===== src/rtl/ps2_pkg.sv =====
// Shared constants for the PS/2 keyboard controller: prefix bytes, FSM
// encoding, event layout and STATUS register bit positions.
package ps2_pkg;

  localparam logic [7:0] PS2_EXT  = 8'hE0;
  localparam logic [7:0] PS2_BRK  = 8'hF0;
  localparam logic [7:0] PS2_ERR0 = 8'h00;
  localparam logic [7:0] PS2_ERR1 = 8'hFF;

  localparam logic [1:0] ST_IDLE    = 2'd0;
  localparam logic [1:0] ST_EXT     = 2'd1;
  localparam logic [1:0] ST_BRK     = 2'd2;
  localparam logic [1:0] ST_EXT_BRK = 2'd3;

  localparam int EVT_W   = 10;
  localparam int EVT_EXT = 9;
  localparam int EVT_BRK = 8;

  localparam int STAT_NONEMPTY = 15;
  localparam int STAT_FULL     = 14;
  localparam int STAT_OVF      = 13;
  localparam int STAT_KERR     = 12;
  localparam int STAT_IRQ_EN   = 8;
  localparam int CTRL_FLUSH    = 0;

  typedef struct packed {
    logic       ext;
    logic       brk;
    logic [7:0] code;
  } kbd_evt_t;

  // 00 and FF are keyboard error/overrun indications, never key codes.
  function automatic logic is_err_byte(input logic [7:0] b);
    return (b == PS2_ERR0) || (b == PS2_ERR1);
  endfunction

endpackage


===== src/rtl/ps2_event_fifo.sv =====
// Synchronous event FIFO with flush. A push on a full FIFO is only taken when
// a pop happens in the same cycle; otherwise it is reported through o_drop.
module ps2_event_fifo
  import ps2_pkg::*;
#(
  parameter int FIFO_DEPTH = 8
) (
  input  logic             clk,
  input  logic             reset,
  input  logic             i_push,
  input  logic             i_pop,
  input  logic             i_flush,
  input  logic [EVT_W-1:0] i_wdata,
  output logic [EVT_W-1:0] o_head,
  output logic             o_full,
  output logic             o_empty,
  output logic [4:0]       o_count,
  output logic             o_drop
);

  localparam int AW = (FIFO_DEPTH > 1) ? $clog2(FIFO_DEPTH) : 1;
  localparam logic [4:0] FULL_LEVEL = 5'(FIFO_DEPTH);

  logic [EVT_W-1:0] r_mem [FIFO_DEPTH];
  logic [AW-1:0]    r_wr_ptr;
  logic [AW-1:0]    r_rd_ptr;
  logic [4:0]       r_count;
  logic             w_do_push;
  logic             w_do_pop;

  assign o_full    = (r_count == FULL_LEVEL);
  assign o_empty   = (r_count == 5'd0);
  assign o_count   = r_count;
  assign o_head    = r_mem[r_rd_ptr];

  assign w_do_pop  = i_pop & ~o_empty & ~i_flush;
  assign w_do_push = i_push & ~i_flush & (~o_full | w_do_pop);
  assign o_drop    = i_push & ~i_flush & o_full & ~w_do_pop;

  // Pointer and occupancy bookkeeping; flush overrides any push/pop.
  always_ff @(posedge clk) begin
    if (reset || i_flush) begin
      r_wr_ptr <= '0;
      r_rd_ptr <= '0;
      r_count  <= '0;
    end else begin
      if (w_do_push) r_wr_ptr <= r_wr_ptr + AW'(1);
      if (w_do_pop)  r_rd_ptr <= r_rd_ptr + AW'(1);
      case ({w_do_push, w_do_pop})
        2'b10:   r_count <= r_count + 5'd1;
        2'b01:   r_count <= r_count - 5'd1;
        default: r_count <= r_count;
      endcase
    end
  end

  // Event storage; contents are only meaningful behind the pointers.
  always_ff @(posedge clk) begin
    if (w_do_push) r_mem[r_wr_ptr] <= i_wdata;
  end

endmodule


===== src/rtl/ps2_kbd_ctrl.sv =====
// PS/2 keyboard controller: folds E0/F0 prefixes into key events, queues
// them, and exposes DATA/STATUS/CTRL registers plus irq and clock inhibit.
module ps2_kbd_ctrl
  import ps2_pkg::*;
#(
  parameter int FIFO_DEPTH      = 8,
  parameter bit INHIBIT_ON_FULL = 1'b1
) (
  input  logic        clk,
  input  logic        reset,
  input  logic        rx_valid,
  input  logic [7:0]  rx_data,
  input  logic        cpu_sel,
  input  logic        cpu_rd,
  input  logic        cpu_wr,
  input  logic        cpu_addr,
  input  logic [15:0] cpu_wdata,
  output logic [15:0] cpu_rdata,
  output logic        irq,
  output logic        ps2_clk_inhibit
);

  localparam logic [4:0] INH_LEVEL = 5'(FIFO_DEPTH - 1);

  logic        r_rx_valid_q;
  logic [1:0]  r_state;
  logic [1:0]  w_state_nx;
  logic        r_irq_en;
  logic        r_ovf;
  logic        r_kerr;
  logic [15:0] r_rdata;
  logic        r_irq;
  logic        r_inhibit;

  logic        w_accept;
  logic        w_ctrl_wr;
  logic        w_flush;
  logic        w_data_rd;
  logic        w_stat_rd;
  logic        w_push;
  logic        w_err_set;
  kbd_evt_t    w_evt;
  logic [EVT_W-1:0] w_head;
  logic        w_full;
  logic        w_empty;
  logic [4:0]  w_count;
  logic        w_drop;
  logic [15:0] w_status;
  logic        w_unused_wdata;

  assign w_ctrl_wr = cpu_sel & cpu_wr & cpu_addr;
  assign w_flush   = w_ctrl_wr & cpu_wdata[CTRL_FLUSH];
  // A flush in the same cycle discards the incoming byte entirely.
  assign w_accept  = rx_valid & ~r_rx_valid_q & ~w_flush;
  assign w_data_rd = cpu_sel & cpu_rd & ~cpu_addr;
  assign w_stat_rd = cpu_sel & cpu_rd & cpu_addr;
  assign w_unused_wdata = ^{cpu_wdata[15:14], cpu_wdata[11:9], cpu_wdata[7:1]};

  // Prefix folding: decide the next state and whether a key event is emitted.
  always_comb begin
    w_state_nx = r_state;
    w_push     = 1'b0;
    w_err_set  = 1'b0;
    w_evt.ext  = 1'b0;
    w_evt.brk  = 1'b0;
    w_evt.code = rx_data;
    if (w_accept) begin
      if (is_err_byte(rx_data)) begin
        w_err_set  = 1'b1;
        w_state_nx = ST_IDLE;
      end else if (rx_data == PS2_EXT) begin
        // E0 always restarts an extended sequence; a pending break is malformed.
        w_state_nx = ST_EXT;
      end else if (rx_data == PS2_BRK) begin
        w_state_nx = (r_state == ST_EXT || r_state == ST_EXT_BRK) ? ST_EXT_BRK : ST_BRK;
      end else begin
        w_push     = 1'b1;
        w_evt.ext  = (r_state == ST_EXT) || (r_state == ST_EXT_BRK);
        w_evt.brk  = (r_state == ST_BRK) || (r_state == ST_EXT_BRK);
        w_state_nx = ST_IDLE;
      end
    end
  end

  // Edge detector on the decoder strobe and prefix FSM state.
  always_ff @(posedge clk) begin
    if (reset) begin
      r_rx_valid_q <= 1'b0;
      r_state      <= ST_IDLE;
    end else begin
      r_rx_valid_q <= rx_valid;
      r_state      <= w_flush ? ST_IDLE : w_state_nx;
    end
  end

  ps2_event_fifo #(
    .FIFO_DEPTH(FIFO_DEPTH)
  ) u_fifo (
    .clk    (clk),
    .reset  (reset),
    .i_push (w_push),
    .i_pop  (w_data_rd),
    .i_flush(w_flush),
    .i_wdata(w_evt),
    .o_head (w_head),
    .o_full (w_full),
    .o_empty(w_empty),
    .o_count(w_count),
    .o_drop (w_drop)
  );

  // STATUS word assembled from live state.
  always_comb begin
    w_status                = '0;
    w_status[STAT_NONEMPTY] = ~w_empty;
    w_status[STAT_FULL]     = w_full;
    w_status[STAT_OVF]      = r_ovf;
    w_status[STAT_KERR]     = r_kerr;
    w_status[STAT_IRQ_EN]   = r_irq_en;
    w_status[4:0]           = w_count;
  end

  // Control register and sticky flags; a new set beats a same-cycle clear.
  always_ff @(posedge clk) begin
    if (reset) begin
      r_irq_en <= 1'b0;
      r_ovf    <= 1'b0;
      r_kerr   <= 1'b0;
    end else begin
      if (w_ctrl_wr) r_irq_en <= cpu_wdata[STAT_IRQ_EN];
      if (w_drop)                               r_ovf <= 1'b1;
      else if (w_ctrl_wr && cpu_wdata[STAT_OVF]) r_ovf <= 1'b0;
      if (w_err_set)                              r_kerr <= 1'b1;
      else if (w_ctrl_wr && cpu_wdata[STAT_KERR]) r_kerr <= 1'b0;
    end
  end

  // Registered read port; holds the last value when nothing is read.
  always_ff @(posedge clk) begin
    if (reset) begin
      r_rdata <= '0;
    end else if (w_data_rd) begin
      r_rdata <= w_empty ? 16'h0000 : {1'b1, 5'b0, w_head};
    end else if (w_stat_rd) begin
      r_rdata <= w_status;
    end
  end

  // Interrupt and clock-inhibit requests, registered from current state.
  always_ff @(posedge clk) begin
    if (reset) begin
      r_irq     <= 1'b0;
      r_inhibit <= 1'b0;
    end else begin
      r_irq     <= r_irq_en & ~w_empty;
      r_inhibit <= INHIBIT_ON_FULL ? (w_count >= INH_LEVEL) : 1'b0;
    end
  end

  assign cpu_rdata       = r_rdata;
  assign irq             = r_irq;
  assign ps2_clk_inhibit = r_inhibit;

endmodule


===== config.mk =====
export PLATFORM = sky130hd
export DESIGN_NAME = ps2_kbd_ctrl
export DESIGN_NICKNAME = d
export VERILOG_FILES = /design/src/rtl/ps2_pkg.sv /design/src/rtl/ps2_event_fifo.sv /design/src/rtl/ps2_kbd_ctrl.sv
export SDC_FILE = /design/constraint.sdc
export NUM_CORES = 1
export LEC_CHECK = 0
export BUFFER_PORTS_ARGS = -buffer_cell sky130_fd_sc_hd__buf_4
export CORE_MARGIN = 3
export CORE_UTILIZATION = 46
export CTS_BUF_LIST = sky130_fd_sc_hd__clkbuf_4 sky130_fd_sc_hd__clkbuf_8
export DETAILED_ROUTE_END_ITERATION = 10
export PLACE_DENSITY = 0.73
export SLEW_MARGIN = 20
export SYNTH_ARGS = -nofsm -noshare
export SYNTH_HDL_FRONTEND = slang
export SYNTH_SLANG_ARGS = --single-unit

===== constraint.sdc =====
create_clock -name clk -period 3.5 [get_ports clk]
set_clock_uncertainty 0.15 [all_clocks]
set_input_delay 0.7 -clock clk [delete_from_list [all_inputs] [get_ports clk]]
set_output_delay 0.7 -clock clk [all_outputs]
set_load 0.01 [all_outputs]

### Word-level counts from Yosys, hierarchy flattened

Memory sizes are Yosys's and may differ from the RTL's. A register that Yosys moved wholly into a read port is not among the register bits.
Cells that the tools add are included.

* add/subtract/negate cells: 4
* $lt $le $gt $ge: 1
* equal/unequal tests: 9
* mux-type cells: 26
* bitwise operators: 22
* reductions and logical operators: 13

Operators by type and width (count)
* 16-bit two-way mux: 3
* 8-bit equality test (second input constant): 3
* 1-bit AND: 15
* 2-bit two-way mux: 7
* 1-bit two-way mux: 13
* 5-bit case mux with 2 select lines: 1
* 8-bit logical NOT: 1
* 2-bit nonzero test: 4
* 3-bit by 1-bit adder with 3-bit output (second input constant): 2
* 2-bit equality test (second input constant): 3
* 3-bit two-way mux: 2
* 1-bit inverter: 6
* 5-bit by 1-bit adder with 5-bit output (second input constant): 1
* 5-bit by 4-bit equality test with 1-bit output (second input constant): 1
* 5-bit by 3-bit greater-or-equal comparator with 1-bit output (second input constant): 1
* 5-bit logical NOT: 1
* 5-bit by 1-bit subtractor with 5-bit output (second input constant): 1
* 2-bit by 1-bit equality test with 1-bit output (second input constant): 2
* 1-bit logical OR: 4
* 1-bit logical AND: 2
* 2-bit OR reduction: 1
* 1-bit bitwise OR: 1

* flip-flop bits (word level): 35
* RAM bits: 80
* input port bits: 31
* output and inout port bits: 18
* memories: 1

Memory list
* u_fifo.r_mem: words 8, width 10, rd ports 1, clocked after Yosys merged registers in 1, write ports 1, line ps2_event_fifo.sv:24 `logic [EVT_W-1:0] r_mem [FIFO_DEPTH];`

### Logic depth before layout (Yosys ltp)

* depth after elaboration: 10
* depth in mapped cells: 14
* gate-level depth less buffers: 12

### By module

A second synthesis with hierarchy kept.

* cells, all modules: 335
* area total of the unflattened synthesis: 4842.1 sq um

By module, submodules not included
* ps2_event_fifo: instances 1, cells each 218, area each 3847.4 sq um
* ps2_kbd_ctrl: instances 1, cells each 117, area each 994.7 sq um

### Worst setup path after synthesis

OpenSTA, ideal clock, no wires.

* path kind: input to register
* from: input rx_data[1]
* to: register u_fifo.r_count[4] (netlist: u_fifo.o_count[4])
* data arrival time: 3.091 ns
* required time: 3.224 ns
* slack: 0.133 ns
* stages: 13
* cells stage by stage: or4_4 > o21ai_0 > a21oi_2 > nand2_4 > ha_1 > clkbuf_1 > xor2_1 > ha_1 > a21oi_1 > or3_1 > a31oi_1 > xnor2_1 > nor2_1

* longest elaborated chain between the ends: 9

RTL lines
* from (decl): line ps2_kbd_ctrl.sv:12 `input logic [7:0] rx_data,`
* 8-bit equality test: line ps2_kbd_ctrl.sv:74 `end else if (rx_data == PS2_BRK) begin`
* 1-bit two-way mux: line ps2_kbd_ctrl.sv:74
* 1-bit two-way mux: line ps2_kbd_ctrl.sv:71 `end else if (rx_data == PS2_EXT) begin`
* 1-bit two-way mux (*): line ps2_kbd_ctrl.sv:68 `if (is_err_byte(rx_data)) begin`
* 1-bit two-way mux (*): line ps2_kbd_ctrl.sv:67 `if (w_accept) begin`
* 1-bit AND (*) (2 in a row): line ps2_event_fifo.sv:37 `assign w_do_push = i_push & ~i_flush & (~o_full | w_do_pop);`
* 2-bit by 1-bit equality test with 1-bit output or 2-bit equality test (tied branches): line ps2_event_fifo.sv:49 `case ({w_do_push, w_do_pop})`
* 5-bit case mux with 2 select lines or 2-bit nonzero test (tied branches)
* to (signal assigned): line ps2_event_fifo.sv:50 `2'b10: r_count <= r_count + 5'd1;`
* to (signal assigned): line ps2_event_fifo.sv:51 `2'b01: r_count <= r_count - 5'd1;`
* to (signal assigned): line ps2_event_fifo.sv:52 `default: r_count <= r_count;`
* to (decl): line ps2_event_fifo.sv:27 `logic [4:0] r_count;`

Every way passes the cells marked *; elsewhere a longest branch is shown, timed or not.
A chain may end at the register's enable or synchronous reset.

### Worst setup path after layout

* from: input rx_data[5]
* to: register u_fifo.r_count[4] (netlist: u_fifo.o_count[4])

Same word-level chain as after synthesis.

==> out/results.txt <==
outcome: finished, final reports clean
hold buffers post-CTS: 0
Seq/Total Area, Yosys: 66.5%
Top Layer Used: met4
setup violators final: 0
Crit. Startpoint: rx_data[5]
die area: 11500 µm²
Skew-Pair Late Insertion Delay: 0.42 ns
Hold Fails Final Rpt: 0
vias in the first global route: 2727
Core Footprint: 9860 µm²
Die Y: 107 µm
Diodes inserted: 0
largest net degree at the start of global routing: 22
Max IR drop VDD: 0.255 mV
MaxCap Viol Count: 0
clock sink count: 116
DR iter-0 viols: 237
I/O pins: 49
met2 wire len: 4.66 mm
FF-to-FF path depth: 11
routed len/inst: 18.3 µm
global-route wire length before repair: 14.4 mm
dpl cells: 490
Initial Util: 47.6%
slew at the pin with the worst max-slew slack: 0.940 ns
DRT Wirelength: 9.52 mm
FF+latch count, synth: 116
Reg power frac: 51.9%
Power Dens Cells: 528 nW/µm²
Clock Tree Root: clkbuf_8
Final nets: 412
Reg clk slew, reported paths: 0.07 ns
Resized cells post-CTS: 0
DRT Pass-1 Iters: 4
M1 WL: 4.17 mm
area grow syn2layout: 18.0%
share of layout cells above drive strength 1: 28.9%
via count: 2800
CP Capture Point: u_fifo.o_count[4]
Yosys cell types: 43
Sw Pwr: 0.634 mW
RR Startpoint: u_fifo.o_count[0]
CTS max path bufs: 2
metal3 WL: 576 µm
FMAX: 337 MHz
Worst setup SP type: input pin
gate count after technology mapping: 323
Worst EP arrival: 3.12 ns
port bufs: 34
P_leak: 1.92 nW
CP Class: in2reg
Post-Layout Cell Count: 521
CTS Buf Count: 17
RSZ-0062 raised after global routing: false
r2r endpoint: u_fifo.o_count[4]
vias per std cell: 5.37
Post-CTS Setup Bufs: 0
switching share of power: 21.7%
Yosys warnings: 0
internal power: 2.29 mW
Hold Path Class: reg2reg
GR Overflow Total: 0
Hold Path Cell Cnt: 2
most frequent cells in the layout: 80 x edfxtp_1, 49 x buf_4, 36 x dfxtp_1, 27 x nand2_1, 26 x nor2_1
Tmin final: 2.97 ns
Slew Limit Fails: 0
commonest non-fill, non-tap cell in the layout: edfxtp_1
Row Count: 36
Hold Startpoint: cpu_rdata[7]
initial antenna violation count: 0
post-detail-place hpwl: 6.06 mm
CP required: 3.65 ns
Worst Path Max Fanout: 10
# H-tree levels: 4
clock network fraction of design power: 41.9%
Total GRT Usage: 17.2%
syn avg cell area: 14.5 µm²
Final period util: 84.7%
setup TNS: 0 ns
DRC: 0
Die X: 107 µm
Synth Cell Area: 4690 µm²
antenna-violating nets left: 0
Gate power share: 6.2%
CP Capture Type: register
GP Congestion: 0.829
CTS tree: done
Reg2Reg Setup Slack: 0.61 ns
Max-slew headroom: 37.2%
==> power groups by stage <==
stage	Clock (mW)	Sequential (mW)	Combinational (mW)
3_5_place_dp	0	1.55	0.179
6_report	1.23	1.52	0.181
4_1_cts	1.24	1.52	0.182
2_1_floorplan	0	1.54	0.111
3_3_place_gp	0	1.55	0.174
5_1_grt	1.29	1.52	0.198
==> kinds of logic (layout without fill, tap and decap cells) <==
group | after synthesis | count (layout) | synth area share [%]
AOI/OAI and AO/OA | 46 | 46 | 5.60
xor gates and xnor gates | 8 | 8 | 1.49
adders and majority gates | 5 | 5 | 1.33
buffers and inverters | 18 | 82 | 2.13
DFF | 116 | 116 | 66.5
muxes | 35 | 35 | 12.8
other | 1 | 2 | 0.0799
and+or+nand+nor | 94 | 94 | 10.0
==> layer usage <==
metal  global-route usage, %  vias up
li1                        -     1322
met1                    21.9     1375
met2                    27.8       91
met3                    5.42       12
met4                    6.48        0
met5                       0        -
==> registers in the layout, indices dropped and copies added, names as in the netlist, 2 cells and up, named ones only <==
register and flops:
cpu_rdata 14, u_fifo.r_rd_ptr 3, u_fifo.r_wr_ptr 3, r_state 2, u_fifo.r_mem 80, u_fifo.o_count 5
==> cell type report <==
class | count | area [µm²]
tap | 133 | 166
clock buffer | 20 | 256
fill | 772 | 4330
clock inverter | 11 | 136
sequential | 116 | 3120
multi-input combinational | 190 | 1480
inverter | 2 | 7.51
timing repair buffer | 49 | 368
==> Yosys cell counts <==
library cell / n / area (µm²)
nand2_4: 1 / 11.3
mux2i_1: 15 / 150
nor4_2: 1 / 12.5
or2_2: 1 / 6.26
buf_2: 5 / 25.0
nand2_1: 27 / 101
nand4_1: 2 / 12.5
o21ai_0: 21 / 105
nor3b_1: 1 / 7.51
xnor2_1: 3 / 26.3
and2_1: 3 / 18.8
clkbuf_1: 5 / 18.8
and2b_1: 1 / 7.51
xor2_1: 5 / 43.8
buf_4: 5 / 37.5
a21o_2: 1 / 8.76
or3_1: 3 / 18.8
and3_1: 1 / 6.26
a21oi_2: 2 / 17.5
nor3_1: 6 / 30.0
edfxtp_1: 80 / 2400
a311oi_1: 1 / 8.76
mux4_2: 20 / 450
nor2b_1: 1 / 6.26
or4_4: 2 / 22.5
nand3b_1: 1 / 7.51
nand2b_1: 4 / 25.0
conb_1: 1 / 3.75
dfxtp_1: 36 / 721
nand3_1: 7 / 35.0
buf_6: 1 / 11.3
o21ai_2: 1 / 8.76
and3b_1: 1 / 8.76
ha_1: 5 / 62.6
o221a_2: 1 / 11.3
a21oi_1: 15 / 75.1
or2b_1: 1 / 7.51
nor2_1: 26 / 97.6
inv_1: 2 / 7.51
a31oi_1: 2 / 12.5
and2_2: 2 / 15.0
nor4_1: 2 / 12.5
a211oi_1: 2 / 15.0
==> worst min path at each step <==
| stage | endpoint | slack [ns] |
|---|---|---|
| 2_1_floorplan | r_ovf | 0.29 |
| 3_3_place_gp | cpu_rdata[6] | 0.29 |
| 3_5_place_dp | cpu_rdata[7] | 0.30 |
| 4_1_cts | cpu_rdata[7] | 0.31 |
| 5_1_grt | cpu_rdata[12] | 0.34 |
| 6_report | cpu_rdata[7] | 0.31 |
==> critical path: stages <==
cell and delay, ns:
buf_4 0.15, or4_4 0.55, o21ai_2 0.17, a21oi_2 0.10
nand2_4 0.08, ha_1 0.19, xor2_1 0.17, ha_1 0.17
a21oi_1 0.07, or3_1 0.38, a31oi_1 0.21, xnor2_1 0.14
nor2_1 0.05
==> metrics by stage <==
| step | hold WS [ns] | setup WS, ns | utilization (%) | area (µm²) | power, mW |
|---|---|---|---|---|---|
| floorplan | 0.286 | 0.133 | - | 4700 | 1.65 |
| global placement | 0.288 | 0.194 | 52.2 | 5140 | 1.72 |
| detailed placement | 0.297 | 0.136 | 52.2 | 5140 | 1.73 |
| CTS | 0.313 | 0.545 | 56.1 | 5540 | 2.94 |
| global route | 0.342 | 0.404 | 56.1 | 5540 | 3.01 |
| finish | 0.307 | 0.535 | 56.1 | 5540 | 2.92 |
No activity file was read; power rests on OpenSTA's default activity.
